$ cat src/rtl/loop_status_pkg.sv
`default_nettype none
// ============================================================================
// Module   : loop_status_pkg
// Purpose  : Shared types and helpers for the loop status monitor: FSM state
//            enums, loop event-kind indices and a saturating increment.
// Revision : 1.0  initial release
// ============================================================================
package loop_status_pkg;

    // Block-level handshake tracker states
    typedef enum logic [0:0] {
        MOD_IDLE = 1'b0,
        MOD_BUSY = 1'b1
    } mod_state_t;

    // Loop invocation tracker states
    typedef enum logic [0:0] {
        LOOP_IDLE = 1'b0,
        LOOP_RUN  = 1'b1
    } loop_state_t;

    // Indices of the decoded loop events inside the event vector
    localparam int c_ev_iter_start = 0;
    localparam int c_ev_iter_end   = 1;
    localparam int c_ev_quit       = 2;
    localparam int c_ev_count      = 3;

    // Increment a value that is 'width' bits wide, sticking at all-ones
    function automatic logic [63:0] sat_inc(input logic [63:0] value, input int width);
        logic [63:0] v_max;
        v_max = (width >= 64) ? {64{1'b1}} : ((64'd1 << width) - 64'd1);
        return (value >= v_max) ? v_max : value + 64'd1;
    endfunction

endpackage
`default_nettype wire

$ cat src/rtl/loop_status_monitor_fsm_event_detect.sv
`default_nettype none
// ============================================================================
// Module   : fsm_event_detect
// Purpose  : Decodes one pipeline-FSM event: the loop FSM sits in the
//            reference state, the stage is not stalled and is enabled.
// Revision : 1.0  initial release
// ============================================================================
module fsm_event_detect #(
    parameter int STATE_W = 1
) (
    input  logic [STATE_W-1:0] cur_state,
    input  logic [STATE_W-1:0] ref_state,
    input  logic               block,
    input  logic               enable,
    output logic               fire
);

    assign fire = (cur_state == ref_state) & ~block & enable;

endmodule
`default_nettype wire

$ cat src/rtl/loop_status_monitor.sv
`default_nettype none
// ============================================================================
// Module   : loop_status_monitor
// Purpose  : Passive run-time monitor for an HLS block handshake and one of
//            its pipelined loops. Keeps saturating transaction, latency,
//            invocation and iteration statistics; freezes on finish.
// Revision : 1.0  initial release
// ============================================================================
module loop_status_monitor #(
    parameter int STATE_W = 1,
    parameter int CNT_W   = 32
) (
    input  logic               clock,
    input  logic               reset,
    input  logic               mod_start,
    input  logic               mod_ready,
    input  logic               mod_done,
    input  logic               mod_continue,
    input  logic [STATE_W-1:0] loop_cur_state,
    input  logic [STATE_W-1:0] loop_iter_start_state,
    input  logic [STATE_W-1:0] loop_iter_end_state,
    input  logic [STATE_W-1:0] loop_quit_state,
    input  logic               loop_iter_start_block,
    input  logic               loop_iter_end_block,
    input  logic               loop_quit_block,
    input  logic               loop_iter_start_enable,
    input  logic               loop_iter_end_enable,
    input  logic               loop_quit_enable,
    input  logic               loop_start,
    input  logic               loop_ready,
    input  logic               loop_done,
    input  logic               loop_continue,
    input  logic               loop_quit_at_end,
    input  logic               finish,
    output logic               mod_busy,
    output logic [CNT_W-1:0]   mod_txn_count,
    output logic [CNT_W-1:0]   mod_last_latency,
    output logic [CNT_W-1:0]   mod_max_latency,
    output logic               mod_done_pulse,
    output logic               loop_active,
    output logic [CNT_W-1:0]   loop_invocations,
    output logic [CNT_W-1:0]   loop_iter_count,
    output logic [CNT_W-1:0]   loop_iter_total,
    output logic [CNT_W-1:0]   loop_last_trip,
    output logic               loop_done_pulse,
    output logic               finished
);

    import loop_status_pkg::*;

    localparam logic [CNT_W-1:0] c_one = CNT_W'(1);

    function automatic logic [CNT_W-1:0] inc(input logic [CNT_W-1:0] value);
        return CNT_W'(sat_inc(64'(value), CNT_W));
    endfunction

    mod_state_t          r_mod_state;
    loop_state_t         r_loop_state;
    logic                r_finished;
    logic [CNT_W-1:0]    r_lat;
    logic [CNT_W-1:0]    r_txn;
    logic [CNT_W-1:0]    r_last_lat;
    logic [CNT_W-1:0]    r_max_lat;
    logic                r_mod_pulse;
    logic [CNT_W-1:0]    r_invocations;
    logic [CNT_W-1:0]    r_iter_count;
    logic [CNT_W-1:0]    r_iter_total;
    logic [CNT_W-1:0]    r_last_trip;
    logic                r_loop_pulse;

    logic [c_ev_count-1:0] w_ev;
    logic                  w_mod_accept;
    logic                  w_mod_complete;
    logic                  w_mod_record;
    logic [CNT_W-1:0]      w_rec_lat;
    logic                  w_loop_complete;
    logic [CNT_W-1:0]      w_trip;
    logic                  w_unused_loop_ready;

    fsm_event_detect #(.STATE_W(STATE_W)) u_ev_iter_start (
        .cur_state (loop_cur_state),
        .ref_state (loop_iter_start_state),
        .block     (loop_iter_start_block),
        .enable    (loop_iter_start_enable),
        .fire      (w_ev[c_ev_iter_start])
    );

    fsm_event_detect #(.STATE_W(STATE_W)) u_ev_iter_end (
        .cur_state (loop_cur_state),
        .ref_state (loop_iter_end_state),
        .block     (loop_iter_end_block),
        .enable    (loop_iter_end_enable),
        .fire      (w_ev[c_ev_iter_end])
    );

    fsm_event_detect #(.STATE_W(STATE_W)) u_ev_quit (
        .cur_state (loop_cur_state),
        .ref_state (loop_quit_state),
        .block     (loop_quit_block),
        .enable    (loop_quit_enable),
        .fire      (w_ev[c_ev_quit])
    );

    // loop_ready carries nothing the statistics depend on
    assign w_unused_loop_ready = loop_ready;

    assign w_mod_accept    = mod_start & mod_ready;
    assign w_mod_complete  = mod_done & mod_continue;
    assign w_loop_complete = loop_done & loop_continue;

    // A completion counts when a transaction is in flight or is accepted in the same cycle
    assign w_mod_record = w_mod_complete & ((r_mod_state == MOD_BUSY) | w_mod_accept);
    assign w_rec_lat    = (r_mod_state == MOD_BUSY) ? r_lat : '0;

    // Trip count including an iteration starting in this very cycle
    assign w_trip = w_ev[c_ev_iter_start] ? inc(r_iter_count) : r_iter_count;

    // Sticky end-of-run flag
    always_ff @(posedge clock or negedge reset) begin
        if (!reset) begin
            r_finished <= 1'b0;
        end else if (finish) begin
            r_finished <= 1'b1;
        end
    end

    // Block handshake tracker: busy state, latency counter and statistics
    always_ff @(posedge clock or negedge reset) begin
        if (!reset) begin
            r_mod_state <= MOD_IDLE;
            r_lat       <= '0;
            r_txn       <= '0;
            r_last_lat  <= '0;
            r_max_lat   <= '0;
            r_mod_pulse <= 1'b0;
        end else if (r_finished) begin
            r_mod_pulse <= 1'b0;
        end else begin
            r_mod_pulse <= w_mod_record;
            if (w_mod_record) begin
                r_last_lat <= w_rec_lat;
                r_txn      <= inc(r_txn);
                if (w_rec_lat > r_max_lat) begin
                    r_max_lat <= w_rec_lat;
                end
            end
            case (r_mod_state)
                MOD_IDLE: begin
                    if (w_mod_accept && !w_mod_complete) begin
                        r_mod_state <= MOD_BUSY;
                        r_lat       <= c_one;
                    end
                end
                MOD_BUSY: begin
                    if (w_mod_complete && w_mod_accept) begin
                        r_lat <= c_one;
                    end else if (w_mod_complete) begin
                        r_mod_state <= MOD_IDLE;
                    end else begin
                        r_lat <= inc(r_lat);
                    end
                end
                default: r_mod_state <= MOD_IDLE;
            endcase
        end
    end

    // Loop invocation tracker: iteration counts, trip length and invocations
    always_ff @(posedge clock or negedge reset) begin
        if (!reset) begin
            r_loop_state  <= LOOP_IDLE;
            r_invocations <= '0;
            r_iter_count  <= '0;
            r_iter_total  <= '0;
            r_last_trip   <= '0;
            r_loop_pulse  <= 1'b0;
        end else if (r_finished) begin
            r_loop_pulse <= 1'b0;
        end else begin
            r_loop_pulse <= 1'b0;
            case (r_loop_state)
                LOOP_IDLE: begin
                    if (loop_start) begin
                        r_loop_state <= LOOP_RUN;
                        r_iter_count <= w_ev[c_ev_iter_start] ? c_one : '0;
                    end
                end
                LOOP_RUN: begin
                    r_iter_count <= w_trip;
                    if (w_ev[c_ev_iter_end]) begin
                        r_iter_total <= inc(r_iter_total);
                    end
                    if (w_loop_complete) begin
                        r_last_trip   <= w_trip;
                        r_invocations <= inc(r_invocations);
                        r_loop_pulse  <= 1'b1;
                        r_loop_state  <= LOOP_IDLE;
                    end else if (w_ev[c_ev_quit] && loop_quit_at_end && !loop_done) begin
                        r_last_trip <= w_trip;
                    end
                end
                default: r_loop_state <= LOOP_IDLE;
            endcase
        end
    end

    assign mod_busy         = (r_mod_state == MOD_BUSY);
    assign mod_txn_count    = r_txn;
    assign mod_last_latency = r_last_lat;
    assign mod_max_latency  = r_max_lat;
    assign mod_done_pulse   = r_mod_pulse;
    assign loop_active      = (r_loop_state == LOOP_RUN);
    assign loop_invocations = r_invocations;
    assign loop_iter_count  = r_iter_count;
    assign loop_iter_total  = r_iter_total;
    assign loop_last_trip   = r_last_trip;
    assign loop_done_pulse  = r_loop_pulse;
    assign finished         = r_finished;

endmodule
`default_nettype wire

$ cat config.mk
export PLATFORM = sky130hd
export DESIGN_NAME = loop_status_monitor
export DESIGN_NICKNAME = d
export VERILOG_FILES = /design/src/rtl/loop_status_pkg.sv /design/src/rtl/loop_status_monitor_fsm_event_detect.sv /design/src/rtl/loop_status_monitor.sv
export SDC_FILE = /design/constraint.sdc
export NUM_CORES = 1
export LEC_CHECK = 0
export ABC_AREA = 1
export CORE_MARGIN = 2
export CORE_UTILIZATION = 45
export DETAILED_ROUTE_END_ITERATION = 10
export GPL_ROUTABILITY_DRIVEN = 0
export HOLD_SLACK_MARGIN = 0.05
export PLACE_DENSITY = 0.69
export SYNTH_ARGS = -nofsm -noshare
export SYNTH_HDL_FRONTEND = slang
export SYNTH_SLANG_ARGS = --single-unit
$ cat constraint.sdc
create_clock -name clock -period 2.8 [get_ports clock]
set_input_delay 0.7 -clock clock [delete_from_list [all_inputs] [get_ports clock]]
set_output_delay 0.7 -clock clock [all_outputs]
set_load 0.01 [all_outputs]
# Word level (Yosys, flattened, before mapping)

Index checks and enable logic that the tools add are counted.

Multiplexer cells: 27
Add/sub/neg operators: 5
Shifts and indexed selects: 0
Divide/modulo/power cells: 0
$mul: 0
Bitwise operators: 17
Reductions and logical operators: 14
Equal/unequal tests: 6
Order comparisons: 6

Operators by type and width:

| kind                                                             | count |
|---|---|
| 32-bit two-way mux                                               | 13 |
| 32-bit by 1-bit adder with 32-bit output (second input constant) | 5 |
| 32-bit greater-or-equal comparator (second input constant)       | 5 |
| 32-bit case mux with 2 select lines                              | 2 |
| 32-bit greater-than comparator                                   | 1 |
| 3-bit AND reduction                                              | 5 |
| 1-bit AND                                                        | 10 |
| 1-bit two-way mux                                                | 10 |
| 1-bit inverter                                                   | 6 |
| 1-bit logical AND                                                | 4 |
| 2-bit != test (second input constant)                            | 2 |
| 1-bit case mux with 2 select lines                               | 2 |
| 2-bit AND reduction                                              | 2 |
| 1-bit == test                                                    | 3 |
| 3-bit by 2-bit != test with 1-bit output (second input constant) | 1 |
| 1-bit zero test                                                  | 2 |
| 2-bit nonzero test                                               | 1 |
| 1-bit OR                                                         | 1 |

Memory bits (read-only): 0
Register bits after elaboration: 261
Memories: 0
Word-level logic and storage cells: 88
Latch bits: 0
RAM bits: 0
Bits of input ports: 22

# Depth between registers and ports, before layout

Depth in word-level cells: 7
Gate-level depth with buffers: 19
Depth with buffers taken out: 16

# Cells and area by module

A second synthesis with hierarchy kept.

Cells, all modules: 2,151
Area, all modules: 15,438.6 um2

By module, submodules not included:

| module              | times used | area an instance (um2) | cells an instance | sequential area each (um2) |
|---|---|---|---|---|
| loop_status_monitor | 1          | 15,352.2               | 2,130             | 6,531.3 |
| fsm_event_detect    | 3          | 28.8                   | 7                 | 0.0 |

# Least setup slack after synthesis

OpenSTA, ideal clock, no wires.

Path kind: reg2reg
Start: register r_mod_state, in the netlist mod_busy
End: register r_max_lat[0], in the netlist mod_max_latency[0]
Slack: 0.470 ns
Arrival time: 2.213 ns
Period minus slack after synthesis: 2.330 ns
Stages on the path, launching flop included: 16
Path buffers: 3
Setup time: 0.117 ns
Path through: dfrtp_1 buf_4 clkbuf_1 nand2_1 inv_1 ha_1 nand2_1 nor2_1 nand2_1 nor3_1 nand2_1 nand2_1 nand2_1 buf_2 nand2_1 nand2_1

Longest elaborated chain between the ends: 3
Elaborated cells between the ends (all ways): 5
Those cells by class: 1 x order compare; 1 x mux; 2 x bitwise; 1 x reduce/logical

Ends and longest elaborated chain:

| item                                 | line                       | text |
|---|---|---|
| from (decl)                          | loop_status_monitor.sv:57  | `mod_state_t r_mod_state;` |
| from (signal assigned)               | loop_status_monitor.sv:130 | `r_mod_state <= MOD_IDLE;` |
| from (signal assigned)               | loop_status_monitor.sv:150 | `r_mod_state <= MOD_BUSY;` |
| from (signal assigned)               | loop_status_monitor.sv:158 | `r_mod_state <= MOD_IDLE;` |
| 32-bit two-way mux                   | loop_status_monitor.sv:113 | `assign w_rec_lat = (r_mod_state == MOD_BUSY) ? r_lat : '0;` |
| named net w_rec_lat[31]              | loop_status_monitor.sv:75  | `logic [CNT_W-1:0] w_rec_lat;` |
| 32-bit greater-than comparator       | loop_status_monitor.sv:143 | `if (w_rec_lat > r_max_lat) begin` |
| 3-bit AND reduction (no source line) | n/a                        |  |
| to (signal assigned)                 | loop_status_monitor.sv:144 | `r_max_lat <= w_rec_lat;` |
| to (decl)                            | loop_status_monitor.sv:63  | `logic [CNT_W-1:0] r_max_lat;` |

The timed path passes the listed nets, and every way through them passes these cells.
A chain may end at the register's enable or synchronous reset.

# Final worst setup path

Start: register r_mod_state, in the netlist mod_busy
End: register r_max_lat[22], in the netlist mod_max_latency[22]

Same word-level chain as after synthesis.

==> impl_metrics.yaml <==
die:
  floorplan.initialDensity_pct: 45.8
  dieArea_um2: 35700
  core_area_um2: 33600
  rows: 67
  pin_count: 251
  die_h_um: 189
  die_w_um: 189
detailed_routing:
  num_vias: 15200
  firstDrtPassIters: 5
  drtIter0Drc: 1037
  via_per_inst: 5.22
  ant_nets: 0
  wl_um: 45900
  wl_per_cell_um: 15.8
  drc: 0
setup_path:
  crit_path_max_fanout: 34
  crit_path_end: "mod_max_latency[22]"
  crit_path_start_kind: "register"
  worst-path-buf-inv: 3
  cp_common_cell: "nand2_1"
  critical-path-top-delay-family: "simple AND/OR/NAND/NOR gates"
  critPathKind: "reg2reg"
  critPathArrivalTime_ns: 2.93
  r2r-end: "mod_max_latency[22]"
  critPathCaptureType: "register"
  slowest_delay_ns: 0.40
  reg2reg_setup_slack_ns: 0.36
  crit_chain: "buf_12 -> nand2_1 -> inv_1 -> ha_1 -> nand2_1 -> nor2_1 -> nand2_1 -> nor2_1 -> nand2_1 -> o21ai_0 -> nor2_1 -> nand2_1 -> buf_4 -> nand3_1 -> nand2_1"
  crit_start: "mod_busy"
  rr_worst_depth: 15
  r2r_start: "mod_busy"
  crit_cells: 15
  cp.required_ns: 3.29
  slowest_stage: "dfrtp_1"
clock_tree:
  cts-htree-levels: 1
  clkTransAtPathRegs_ns: 0.06
  cts_sinks: 261
  hold_buffers: 0
  cts_buffer_depth: 3
  cts_root_buf: "clkbuf_16"
  worstSkewPairLatency_ns: 0.55
  numCtsBuffers: 29
  cts_tree: "done"
logic_synthesis:
  synth_area_leaders: "dfrtp_1, nand2_1, nand3_1"
  ys_warn_count: 0
  synth-seq-area-share_pct: 42.5
  ys_types: 44
  synth_edf_count: 0
  avgSynthCellArea_um2: 7.09
  ys_top_cells_by_count: "nand2_1, dfrtp_1, inv_1"
  syn_inst: 2170
  syn_area_um2: 15400
  ys_ff_latch: 261
  synth.top_cell.area_share_pct: 42.5
  ys.flop_type: "dfrtp_1"
  syn-num-nets: 2229
  yosysMostFrequentCell: "nand2_1"
  async_reset_ff_share_pct: 100
  synth_top_area_cell: "dfrtp_1"
timing:
  setup_violations: 0
  final.period_utilization_pct: 87.0
  hold_viol_final: 0
  max-slew-margin-rel_pct: 56.7
  slew_viol_final: 0
  finalCriticalPeriod_ns: 2.44
  rsz0062_at_grt: "no"
  fin_skew_ns: 0.0104
  hold_ws_ns: 0.113
  fin_setup_tns_ns: 0
  fmax_mhz: 410
  tightest_slew_ns: 0.650
grt:
  antenna_found_initial: 0
  grt_pass1_vias: 14500
  grt_use_total_pct: 25.7
  grt_pass1_wl_um: 75000
  grt_max_degree: 72
  grt.overflow.total: 0
layout:
  insertedDiodeCount: 0
  layout.nets: 2500
  layout-drive-gt1-share_pct: 6.22
  area_growth_pct: 27.1
place:
  hpwl_um: 34600
  io_buffers: 249
outcome:
  status: "finished, final reports clean"
pwr:
  internal-power_w: 0.00646
  ir_worst_vdd_mv: 0.430
  power_density_nw_per_um2: 446
  p_comb_share_pct: 10.8
  p_leak_nw: 9.47
  switching_share_pct: 26.0
  power.switching_w: 0.00227
  pwr-share-seq_pct: 46.0
  clkPwrFrac_pct: 43.2
min_path:
  worstHoldPathType: "in2async"
flow_run:
  maxCapViolations: 0
## layout by cell type (no fill, tap or decap), types with 6 or more instances in the layout
cell	instances
nand2_1	764
dfrtp_1	261
inv_1	255
clkdlybuf4s50_1	248
nand3_1	202
nor2_1	166
o21ai_0	136
nor3_1	56
nand4_1	55
xor2_1	38
buf_4	38
ha_1	37
clkbuf_16	29
a21oi_1	27
or2_2	16
nor2_2	13
xnor2_1	13
nand3b_1	10
nor2_4	8
buf_12	8
clkbuf_1	7
clkinv_2	7
nor4_1	6
o21ai_1	6
## layout make-up
| cell class | instances | area [um^2] |
|---|---|---|
| fillers | 3138 | 14100 |
| multi-input cells | 1594 | 7620 |
| well taps | 448 | 561 |
| clock inverters | 10 | 103 |
| clock buffers | 41 | 821 |
| repair buffers | 295 | 2940 |
| inverters | 260 | 976 |
| flip-flops and latches | 261 | 6530 |
## how the worst min path moves through the flow
stage | from | endpoint | slack (ns) | cells after the start
2_1_floorplan | reset | finished | 0.40 | 0
5_1_grt | reset | r_lat[16] | 0.15 | 1
4_1_cts | reset | r_lat[16] | 0.13 | 1
3_3_place_gp | loop_last_trip[23] | loop_last_trip[23] | 0.46 | 2
3_5_place_dp | loop_last_trip[8] | loop_last_trip[8] | 0.46 | 2
6_report | reset | r_lat[16] | 0.11 | 1
## flip-flops by register name (all words and copies together) (netlist names)
signal,count
mod_busy,1
mod_done_pulse,1
loop_active,1
finished,1
loop_last_trip,32
loop_done_pulse,1
loop_iter_total,32
loop_iter_count,32
mod_max_latency,32
mod_last_latency,32
r_lat,32
loop_invocations,32
mod_txn_count,32
## cell families after synthesis
family / synth area share [%]
AO/OA/AOI/OAI: 6.15
buffers and inverters: 8.05
adder cells (fa/ha/maj): 3.01
XOR/XNOR: 2.90
AND/OR/NAND/NOR: 37.4
flip-flops: 42.5
## worst reg2reg max path: stages (launching register included)
cell,delay [ns]
dfrtp_1,0.40
buf_12,0.18
nand2_1,0.15
inv_1,0.08
ha_1,0.30
nand2_1,0.07
nor2_1,0.16
nand2_1,0.12
nor2_1,0.10
nand2_1,0.06
o21ai_0,0.10
nor2_1,0.06
nand2_1,0.10
buf_4,0.28
nand3_1,0.13
nand2_1,0.08
## layer usage
metal | up-vias | track usage (%) | share of wire (%)
met5 | - | 0 | 0
met4 | 0 | 7.51 | 2.8
met3 | 67 | 4.26 | 6.7
met2 | 522 | 43.1 | 47
met1 | 7137 | 34.3 | 43
li1 | 7466 | - | -
## power by group through the flow
stage / Sequential, W / Clock (W) / Combinational [W]
after CTS: 0.00401 / 0.00385 / 0.000954
final: 0.00402 / 0.00377 / 0.000944
after detailed placement: 0.00408 / 0 / 0.000950
after floorplan: 0.00407 / 0 / 0.000465
after global placement: 0.00407 / 0 / 0.000925
after global routing: 0.00403 / 0.00402 / 0.00107
## metrics by stage
stage	cell area (um^2)	util, %	total power, W	worst slack [ns]	std cells
CTS	19600	58.2	0.00882	0.273	2909
finish	19600	58.2	0.00873	0.364	2909
floorplan	15400	-	0.00454	0.470	2170
global route	19600	58.2	0.00912	0.0859	2909
detailed placement	18600	55.4	0.00503	0.0664	2858
global placement	18600	55.4	0.00500	0.122	2858
## repair_timing
action | in CTS | in global routing
resized for setup | 0 | 1
setup endpoints to repair | 0 | 2
buffers inserted | 0 | 0
No activity file was read; power rests on OpenSTA's default activity.
